File: config.mk
export PLATFORM = sky130hd
export DESIGN_NAME = dma_controller_rx_flat
export DESIGN_NICKNAME = d
export VERILOG_FILES = /design/src/rtl/dma_controller_rx_if.sv /design/src/rtl/dma_controller_rx.sv /design/src/flat_wrapper.sv
export SDC_FILE = /design/constraint.sdc
export NUM_CORES = 2
export LEC_CHECK = 0
export ABC_AREA = 1
export ABC_CLOCK_PERIOD_IN_PS = 5900
export CAP_MARGIN = 5
export CORE_MARGIN = 8
export CORE_UTILIZATION = 55
export CTS_CLUSTER_SIZE = 28
export DETAILED_ROUTE_END_ITERATION = 8
export PLACE_DENSITY = 0.76
export SLEW_MARGIN = 30
export SYNTH_ARGS = -nofsm -noshare
export SYNTH_HDL_FRONTEND = slang
export SYNTH_SLANG_ARGS = --single-unit
export TNS_END_PERCENT = 50
File: constraint.sdc
create_clock -name clk -period 5.9 [get_ports clk]
set_clock_uncertainty 0.1 [all_clocks]
set_input_delay 1.77 -clock clk [delete_from_list [all_inputs] [get_ports clk]]
set_output_delay 1.77 -clock clk [all_outputs]
set_load 0.03 [all_outputs]
File: src/rtl/dma_controller_rx_if.sv
// Bus bundle for the RX DMA engine: register slave, RX beat stream and memory write master.
// master = the DMA engine side, slave = the system side that drives it.
interface dma_controller_rx_if;
  logic        wr_en;
  logic [31:0] slave_addr;
  logic [63:0] slave_data;
  logic        rd_en;
  logic [31:0] rd_addr;
  logic [63:0] rd_data;
  logic        rx_valid;
  logic [63:0] rx_data;
  logic [2:0]  rx_bytes;
  logic        rx_last;
  logic        rx_err;
  logic        rx_ready;
  logic        mem_wr_req;
  logic [63:0] mem_wr_addr;
  logic [63:0] mem_wr_data;
  logic [7:0]  mem_wr_strb;
  logic        mem_wr_ack;
  logic        free_empty;
  logic        done_pending;

  modport master (
    input  wr_en, slave_addr, slave_data, rd_en, rd_addr,
    input  rx_valid, rx_data, rx_bytes, rx_last, rx_err, mem_wr_ack,
    output rd_data, rx_ready, mem_wr_req, mem_wr_addr, mem_wr_data, mem_wr_strb,
    output free_empty, done_pending
  );

  modport slave (
    output wr_en, slave_addr, slave_data, rd_en, rd_addr,
    output rx_valid, rx_data, rx_bytes, rx_last, rx_err, mem_wr_ack,
    input  rd_data, rx_ready, mem_wr_req, mem_wr_addr, mem_wr_data, mem_wr_strb,
    input  free_empty, done_pending
  );
endinterface

File: src/rtl/dma_controller_rx.sv
// Receive DMA: writes RX frames into software-posted buffers and queues completion records.
// state | meaning
// IDLE  | wait for a frame, pick a buffer or decide to drop
// XFER  | accept one beat
// WRITE | single-beat memory write, held until ack
// TRUNC | frame exceeded MAX_BEATS, discard to rx_last
// DROP  | no buffer or disabled, discard to rx_last
// CMPL  | push completion record (stalls while done FIFO full)
module dma_controller_rx #(
  parameter int MAX_BEATS = 190,
  parameter int DEPTH     = 16
) (
  input logic clk,
  input logic rst,
  dma_controller_rx_if.master bus
);
  localparam int AW = $clog2(DEPTH);
  localparam int CW = AW + 1;
  localparam logic [31:0] ADDR_CTRL   = 32'hFFFF_1000;
  localparam logic [31:0] ADDR_PUSH   = 32'hFFFF_1008;
  localparam logic [31:0] ADDR_STATUS = 32'hFFFF_1010;
  localparam logic [31:0] ADDR_POP    = 32'hFFFF_1018;

  typedef enum logic [2:0] {
    ST_IDLE, ST_XFER, ST_WRITE, ST_TRUNC, ST_DROP, ST_CMPL
  } state_e;

  state_e        state_q, state_d;
  logic          enable_q, enable_d;
  logic          ovf_q, ovf_d;
  logic [15:0]   drop_cnt_q, drop_cnt_d;
  logic [63:0]   cur_addr_q, cur_addr_d;
  logic [8:0]    beat_cnt_q, beat_cnt_d;
  logic [11:0]   len_q, len_d;
  logic          err_q, err_d;
  logic [63:0]   data_q, data_d;
  logic [3:0]    nbytes_q, nbytes_d;
  logic [7:0]    strb_q, strb_d;
  logic          last_q, last_d;
  logic [63:0]   rd_data_q, rd_data_d;
  logic [AW-1:0] free_wp_q, free_wp_d, free_rp_q, free_rp_d;
  logic [CW-1:0] free_cnt_q, free_cnt_d;
  logic [AW-1:0] done_wp_q, done_wp_d, done_rp_q, done_rp_d;
  logic [CW-1:0] done_cnt_q, done_cnt_d;
  logic [63:0]   free_mem_q [DEPTH];
  logic [63:0]   done_mem_q [DEPTH];

  logic          free_empty, free_full, done_empty, done_full;
  logic          free_push, free_pop, done_push, done_pop;
  logic          buf_push_req, drop_inc;
  logic [8:0]    strb_ext;
  logic [63:0]   status_val, record;

  assign free_empty   = (free_cnt_q == '0);
  assign free_full    = (free_cnt_q == CW'(DEPTH));
  assign done_empty   = (done_cnt_q == '0);
  assign done_full    = (done_cnt_q == CW'(DEPTH));
  assign buf_push_req = bus.wr_en && (bus.slave_addr == ADDR_PUSH);
  // A push into a full FIFO is still accepted when the same cycle pops an entry.
  assign free_push    = buf_push_req && (!free_full || free_pop);
  assign done_pop     = bus.rd_en && (bus.rd_addr == ADDR_POP) && !done_empty;
  assign record       = {err_q, 3'b000, len_q, cur_addr_q[47:0]};

  always_comb begin
    state_d    = state_q;
    cur_addr_d = cur_addr_q;
    beat_cnt_d = beat_cnt_q;
    len_d      = len_q;
    err_d      = err_q;
    data_d     = data_q;
    nbytes_d   = nbytes_q;
    strb_d     = strb_q;
    last_d     = last_q;
    strb_ext   = '0;
    free_pop   = 1'b0;
    done_push  = 1'b0;
    drop_inc   = 1'b0;
    case (state_q)
      ST_IDLE: begin
        if (bus.rx_valid) begin
          if (enable_q && !free_empty) begin
            free_pop   = 1'b1;
            cur_addr_d = free_mem_q[free_rp_q];
            beat_cnt_d = '0;
            len_d      = '0;
            err_d      = 1'b0;
            state_d    = ST_XFER;
          end else begin
            state_d = ST_DROP;
          end
        end
      end
      ST_XFER: begin
        if (bus.rx_valid) begin
          data_d   = bus.rx_data;
          nbytes_d = (bus.rx_last && bus.rx_bytes != 3'd0) ? {1'b0, bus.rx_bytes} : 4'd8;
          strb_ext = (9'd1 << nbytes_d) - 9'd1;
          strb_d   = strb_ext[7:0];
          last_d   = bus.rx_last;
          err_d    = err_q | bus.rx_err;
          if (beat_cnt_q == 9'(MAX_BEATS)) begin
            err_d   = 1'b1;
            state_d = bus.rx_last ? ST_CMPL : ST_TRUNC;
          end else begin
            state_d = ST_WRITE;
          end
        end
      end
      ST_WRITE: begin
        if (bus.mem_wr_ack) begin
          beat_cnt_d = beat_cnt_q + 9'd1;
          len_d      = len_q + {8'd0, nbytes_q};
          state_d    = last_q ? ST_CMPL : ST_XFER;
        end
      end
      ST_TRUNC: begin
        if (bus.rx_valid && bus.rx_last) begin
          err_d   = err_q | bus.rx_err;
          state_d = ST_CMPL;
        end
      end
      ST_DROP: begin
        if (bus.rx_valid && bus.rx_last) begin
          drop_inc = 1'b1;
          state_d  = ST_IDLE;
        end
      end
      ST_CMPL: begin
        if (!done_full) begin
          done_push = 1'b1;
          state_d   = ST_IDLE;
        end
      end
      default: state_d = ST_IDLE;
    endcase
  end

  always_comb begin
    free_wp_d  = free_wp_q;
    free_rp_d  = free_rp_q;
    free_cnt_d = free_cnt_q;
    done_wp_d  = done_wp_q;
    done_rp_d  = done_rp_q;
    done_cnt_d = done_cnt_q;
    if (free_push) free_wp_d = free_wp_q + AW'(1);
    if (free_pop)  free_rp_d = free_rp_q + AW'(1);
    if (done_push) done_wp_d = done_wp_q + AW'(1);
    if (done_pop)  done_rp_d = done_rp_q + AW'(1);
    case ({free_push, free_pop})
      2'b10:   free_cnt_d = free_cnt_q + CW'(1);
      2'b01:   free_cnt_d = free_cnt_q - CW'(1);
      default: free_cnt_d = free_cnt_q;
    endcase
    case ({done_push, done_pop})
      2'b10:   done_cnt_d = done_cnt_q + CW'(1);
      2'b01:   done_cnt_d = done_cnt_q - CW'(1);
      default: done_cnt_d = done_cnt_q;
    endcase
  end

  always_comb begin
    enable_d   = enable_q;
    ovf_d      = ovf_q;
    drop_cnt_d = drop_cnt_q;
    if (bus.wr_en && bus.slave_addr == ADDR_CTRL) enable_d = bus.slave_data[0];
    if (bus.wr_en && bus.slave_addr == ADDR_STATUS && bus.slave_data[16]) ovf_d = 1'b0;
    if (buf_push_req && !free_push) ovf_d = 1'b1;
    if (drop_inc && drop_cnt_q != 16'hFFFF) drop_cnt_d = drop_cnt_q + 16'd1;

    status_val        = '0;
    status_val[4:0]   = 5'(free_cnt_q);
    status_val[12:8]  = 5'(done_cnt_q);
    status_val[16]    = ovf_q;
    status_val[47:32] = drop_cnt_q;

    rd_data_d = rd_data_q;
    if (bus.rd_en) begin
      case (bus.rd_addr)
        ADDR_CTRL:   rd_data_d = {63'd0, enable_q};
        ADDR_STATUS: rd_data_d = status_val;
        ADDR_POP:    rd_data_d = done_empty ? 64'd0 : done_mem_q[done_rp_q];
        default:     rd_data_d = 64'd0;
      endcase
    end
  end

  always_ff @(posedge clk) begin
    if (rst) begin
      state_q    <= ST_IDLE;
      enable_q   <= 1'b0;
      ovf_q      <= 1'b0;
      drop_cnt_q <= '0;
      cur_addr_q <= '0;
      beat_cnt_q <= '0;
      len_q      <= '0;
      err_q      <= 1'b0;
      data_q     <= '0;
      nbytes_q   <= '0;
      strb_q     <= '0;
      last_q     <= 1'b0;
      rd_data_q  <= '0;
      free_wp_q  <= '0;
      free_rp_q  <= '0;
      free_cnt_q <= '0;
      done_wp_q  <= '0;
      done_rp_q  <= '0;
      done_cnt_q <= '0;
    end else begin
      state_q    <= state_d;
      enable_q   <= enable_d;
      ovf_q      <= ovf_d;
      drop_cnt_q <= drop_cnt_d;
      cur_addr_q <= cur_addr_d;
      beat_cnt_q <= beat_cnt_d;
      len_q      <= len_d;
      err_q      <= err_d;
      data_q     <= data_d;
      nbytes_q   <= nbytes_d;
      strb_q     <= strb_d;
      last_q     <= last_d;
      rd_data_q  <= rd_data_d;
      free_wp_q  <= free_wp_d;
      free_rp_q  <= free_rp_d;
      free_cnt_q <= free_cnt_d;
      done_wp_q  <= done_wp_d;
      done_rp_q  <= done_rp_d;
      done_cnt_q <= done_cnt_d;
    end
  end

  // Storage needs no reset: the pointers and counts gate every read.
  always_ff @(posedge clk) begin
    if (free_push) free_mem_q[free_wp_q] <= bus.slave_data;
    if (done_push) done_mem_q[done_wp_q] <= record;
  end

  assign bus.rx_ready     = (state_q == ST_XFER) || (state_q == ST_TRUNC) || (state_q == ST_DROP);
  assign bus.mem_wr_req   = (state_q == ST_WRITE);
  assign bus.mem_wr_addr  = cur_addr_q + {52'd0, beat_cnt_q, 3'b000};
  assign bus.mem_wr_data  = data_q;
  assign bus.mem_wr_strb  = strb_q;
  assign bus.free_empty   = free_empty;
  assign bus.done_pending = !done_empty;
  assign bus.rd_data      = rd_data_q;
endmodule

File: src/flat_wrapper.sv
// flat-port wrapper written by rule: the top's interface ports become plain ports
module dma_controller_rx_flat 
#(
  parameter int MAX_BEATS = 190,
  parameter int DEPTH     = 16
)
  (clk, rst, bus_wr_en, bus_slave_addr, bus_slave_data, bus_rd_en, bus_rd_addr, bus_rx_valid, bus_rx_data, bus_rx_bytes, bus_rx_last, bus_rx_err, bus_mem_wr_ack, bus_rd_data, bus_rx_ready, bus_mem_wr_req, bus_mem_wr_addr, bus_mem_wr_data, bus_mem_wr_strb, bus_free_empty, bus_done_pending);
  dma_controller_rx_if bus_i ();
  input logic clk;
  input logic rst;
  input wire logic [$bits(bus_i.wr_en)-1:0] bus_wr_en;
  input wire logic [$bits(bus_i.slave_addr)-1:0] bus_slave_addr;
  input wire logic [$bits(bus_i.slave_data)-1:0] bus_slave_data;
  input wire logic [$bits(bus_i.rd_en)-1:0] bus_rd_en;
  input wire logic [$bits(bus_i.rd_addr)-1:0] bus_rd_addr;
  input wire logic [$bits(bus_i.rx_valid)-1:0] bus_rx_valid;
  input wire logic [$bits(bus_i.rx_data)-1:0] bus_rx_data;
  input wire logic [$bits(bus_i.rx_bytes)-1:0] bus_rx_bytes;
  input wire logic [$bits(bus_i.rx_last)-1:0] bus_rx_last;
  input wire logic [$bits(bus_i.rx_err)-1:0] bus_rx_err;
  input wire logic [$bits(bus_i.mem_wr_ack)-1:0] bus_mem_wr_ack;
  output wire logic [$bits(bus_i.rd_data)-1:0] bus_rd_data;
  output wire logic [$bits(bus_i.rx_ready)-1:0] bus_rx_ready;
  output wire logic [$bits(bus_i.mem_wr_req)-1:0] bus_mem_wr_req;
  output wire logic [$bits(bus_i.mem_wr_addr)-1:0] bus_mem_wr_addr;
  output wire logic [$bits(bus_i.mem_wr_data)-1:0] bus_mem_wr_data;
  output wire logic [$bits(bus_i.mem_wr_strb)-1:0] bus_mem_wr_strb;
  output wire logic [$bits(bus_i.free_empty)-1:0] bus_free_empty;
  output wire logic [$bits(bus_i.done_pending)-1:0] bus_done_pending;
  assign bus_i.wr_en = bus_wr_en;
  assign bus_i.slave_addr = bus_slave_addr;
  assign bus_i.slave_data = bus_slave_data;
  assign bus_i.rd_en = bus_rd_en;
  assign bus_i.rd_addr = bus_rd_addr;
  assign bus_i.rx_valid = bus_rx_valid;
  assign bus_i.rx_data = bus_rx_data;
  assign bus_i.rx_bytes = bus_rx_bytes;
  assign bus_i.rx_last = bus_rx_last;
  assign bus_i.rx_err = bus_rx_err;
  assign bus_i.mem_wr_ack = bus_mem_wr_ack;
  assign bus_rd_data = bus_i.rd_data;
  assign bus_rx_ready = bus_i.rx_ready;
  assign bus_mem_wr_req = bus_i.mem_wr_req;
  assign bus_mem_wr_addr = bus_i.mem_wr_addr;
  assign bus_mem_wr_data = bus_i.mem_wr_data;
  assign bus_mem_wr_strb = bus_i.mem_wr_strb;
  assign bus_free_empty = bus_i.free_empty;
  assign bus_done_pending = bus_i.done_pending;
  dma_controller_rx #(.MAX_BEATS(MAX_BEATS), .DEPTH(DEPTH)) u_core (.clk(clk), .rst(rst), .bus(bus_i));
endmodule
==> flow_metrics.tcl <==
set metrics [dict create \
    fin_tns_setup_ns 0 \
    r2r_cells 8 \
    crit_arrival_ns 3.98 \
    rsz0062_at_grt "false" \
    comb_power_share_pct 3.1 \
    grt_usage_pct 29.7 \
    seq_power_share_pct 53.7 \
    hpwlAfterDp_um 169000 \
    yosysSeqAreaShare_pct 71.6 \
    tightestPinTransition_ns 1.13 \
    io_buffers 403 \
    synthesis.area_mm2 0.0915 \
    dieHeight_um 424 \
    required_ns 4.03 \
    start_util_pct 55.4 \
    hold_viol 0 \
    hp-class "reg -> reg" \
    wire_per_inst_um 26.5 \
    crit_path_max_fanout 4 \
    ys_ff_latch 2274 \
    synth-edff-count 2000 \
    cts_setup_buffers 0 \
    max_freq_mhz 171 \
    die-width_um 424 \
    r2r_slack_ns 1.96 \
    grt_pass1_vias 62200 \
    switchingPower_mw 6.96 \
    numCtsBuffers 216 \
    cts_buffer_depth 3 \
    intPower_mw 25.8 \
    cts_hold_buf 0 \
    cts_max_level 4 \
    r2r_end "u_core.bus.rd_data[38]" \
    fin_ws_ns 0.0470 \
    power.total_mw 32.8 \
    clkTransAtPathRegs_ns 0.06 \
    drive_gt1_share_pct 7.70 \
    swShare_pct 21.2 \
    grt_start_max_net_pins 199 \
    yosysUniqueCellTypes 53 \
    area_growth_pct 16.1 \
    crit_path_end_kind "output pin" \
    total_leakage_power_nw 36.5 \
    drc 0 \
    final.fill_count 12000 \
    max_cap_violations 0 \
    fin_crit_ns 5.85 \
    drt_iter0_markers 9480 \
    crit_type "reg -> out" \
    cts.sinks 2274 \
    endpoint "bus_mem_wr_addr[56]" \
    antenna_found_initial 12 \
    clock_power_share_pct 43.3 \
    root_buffer "clkbuf_16" \
    postRouteAntennaNets 0 \
    maxSlewHeadroom_pct 24.1 \
    fp.coreArea_mm2 0.165 \
    wl_um 278000 \
    yosysWarnings 0 \
    pre_cts_ws_ns 0.280 \
    status "finished, final reports clean" \
    vdd_drop_max_mv 0.371 \
    grt_pass1_wl_um 403000 \
    io_pins 407 \
    pwr_density_cell_mw_per_mm2 308 \
    syn_area_per_cell_um2 11.8 \
    dieArea_mm2 0.180 \
    viasPerCell 6.19 \
    overflow 0 \
    cts_tree "done" \
    num_rows 149 \
    maxSlewViolCount 0 \
    fin_crit_sh_pct 99.2 \
    cp-start-kind "flop" \
    setup_violations 0 \
    gp_congestion 0.919 \
    dr.pass1.iters 6 \
    final_core_util_pct 64.3 \
    nets 8311 \
    ys.flop_type "edfxtp_1" \
    crit_start "u_core.cur_addr_q[22]" \
    dr_total_vias 64800 \
    synthArstFlopShare_pct 0 \
    clk_latency_ns 0.88 \
    synth_cells 7753 \
]
stage by stage:
step / hold slack (ns) / instance area, µm² / cells
global placement: 0.353 / 98700 / 10000
CTS: 0.367 / 106000 / 10500
detailed placement: 0.358 / 98800 / 10000
global route: 0.374 / 106000 / 10500
floorplan: 0.339 / 91500 / 7755
finish: 0.364 / 106000 / 10500
how the worst min path moves through the flow:
stage,from,depth (start not counted),to
6_report,u_core.bus.rd_data[56],2,u_core.bus.rd_data[56]
5_1_grt,u_core.bus.rd_data[17],2,u_core.bus.rd_data[17]
4_1_cts,u_core.bus.rd_data[27],2,u_core.bus.rd_data[27]
3_5_place_dp,u_core.bus.rd_data[17],2,u_core.bus.rd_data[17]
3_3_place_gp,u_core.bus.rd_data[51],2,u_core.bus.rd_data[51]
2_1_floorplan,u_core.drop_cnt_q[4],2,u_core.drop_cnt_q[4]
per-layer routing:
metal	track usage [%]	routed length (µm)	vias up	part of all wire [%]
met5	0	23	-	0.0083
li1	-	-	28600	-
met1	37.5	99200	31600	36
met2	49.2	134000	3851	48
met3	5.08	26600	738	9.6
met4	16.4	17800	4	6.4
registers in the layout, indices dropped and copies added, names as in the netlist, 3 cells and up, named ones only:
name                    cells
u_core.bus.mem_wr_data     64
u_core.nbytes_q             3
u_core.bus.mem_wr_strb      8
u_core.free_wp_q            4
u_core.state_q              3
u_core.free_rp_q            4
u_core.free_cnt_q           5
u_core.done_cnt_q           5
u_core.done_wp_q            4
u_core.done_rp_q            4
u_core.bus.rd_data         61
u_core.cur_addr_q          64
u_core.done_mem_q         976
u_core.len_q               12
u_core.beat_cnt_q           9
u_core.free_mem_q        1024
u_core.drop_cnt_q          16
power groups by stage:
stage	registers [mW]	clock network (mW)	logic [mW]
after floorplan	18.0	0	0.353
final	17.6	14.2	1.00
after detailed placement	17.9	0	0.988
after global routing	17.6	14.9	1.06
after global placement	17.9	0	0.973
after CTS	17.6	14.2	0.994
critical path, stage by stage (launching register included):
cell and delay [ns]:
dfxtp_1 0.65, nand2_1 0.15, nor2_1 0.13, inv_1 0.09
o41ai_1 0.86, nand2_1 0.24, xor2_1 0.23, clkdlybuf4s50_1 0.77
placed cells by master, fill, tap and decap left out, types with 15 or more instances in the layout:
| cell | count |
|---|---|
| a21oi_1 | 256 |
| clkbuf_1 | 36 |
| inv_1 | 378 |
| clkinv_1 | 38 |
| clkinv_2 | 43 |
| nand4_1 | 43 |
| edfxtp_1 | 2000 |
| clkdlybuf4s50_1 | 387 |
| nor3_1 | 54 |
| o32ai_1 | 30 |
| clkbuf_16 | 217 |
| clkbuf_8 | 22 |
| o221ai_1 | 92 |
| nor4_1 | 15 |
| bufinv_16 | 20 |
| o21ai_1 | 52 |
| o21ai_0 | 1136 |
| o22ai_1 | 235 |
| o211ai_1 | 82 |
| dfxtp_1 | 261 |
| nor2_4 | 36 |
| buf_12 | 63 |
| buf_4 | 121 |
| nand2_1 | 609 |
| ha_1 | 33 |
| xor2_1 | 61 |
| nand3_1 | 389 |
| a31oi_1 | 47 |
| nor2_1 | 1336 |
cells in the mapped netlist, types with 2 or more instances:
library cell  number  area [µm²]
a211oi_1           6        45.0
a21oi_1          256        1280
a31oi_1           47         294
buf_1             35         131
buf_2            120         601
buf_4             21         158
buf_6              5        56.3
clkbuf_1         315        1180
clkinv_1           5        18.8
conb_1             2        7.51
dfxtp_1          274        5490
edfxtp_1        2000       60100
fa_1               3        60.1
ha_1              33         413
inv_1            381        1430
inv_2             10        37.5
nand2_1          609        2290
nand2_2            6        37.5
nand2_4            4        45.0
nand3_1          389        1950
nand4_1           43         269
nor2_1          1371        5150
nor2_2             3        18.8
nor2_4             3        33.8
nor3_1            56         280
nor3_2             4        40.0
nor3b_1            3        22.5
nor4_1            16         100
o211ai_1          82         616
o21a_1             4        30.0
o21ai_0         1136        5690
o21ai_1           52         260
o221ai_1          92         806
o22ai_1          235        1470
o31ai_1           10        75.1
o32ai_1           34         298
or2_1              4        25.0
or2_2              5        31.3
xnor2_1            5        43.8
xor2_1            61         534
what timing repair did:
action / 4_1_cts / 5_1_grt
resized for setup: 6 / 16
gates cloned: 0 / 0
endpoints found under the hold margin: 0 / 0
endpoints found under the setup margin: 26 / 21
cell type report:
class | instances | area, µm² | share of cell area [%]
Sequential cell | 2274 | 65600 | 61.7
Tap cell | 2189 | 2740 | 2.58
Inverter | 396 | 1530 | 1.44
Timing Repair Buffer | 595 | 6400 | 6.02
Antenna cell | 11 | 27.5 | 0.0259
Clock buffer | 278 | 5890 | 5.54
Clock inverter | 131 | 1450 | 1.36
Multi-Input combinational cell | 4589 | 22700 | 21.3
cell families (layout without fill, tap and decap cells):
kind of cell / count (synthesis) / in the layout / share of synthesized area [%]
simple gates: 2523 / 2523 / 11.3
compound gates: 1960 / 1960 / 11.9
other cells: 2 / 15 / 0.00821
xor+xnor: 66 / 66 / 0.632
fa+ha+maj: 36 / 36 / 0.517
flops: 2274 / 2274 / 71.6
buf+inv: 892 / 1400 / 3.95
(Power assumes the default switching activity.)
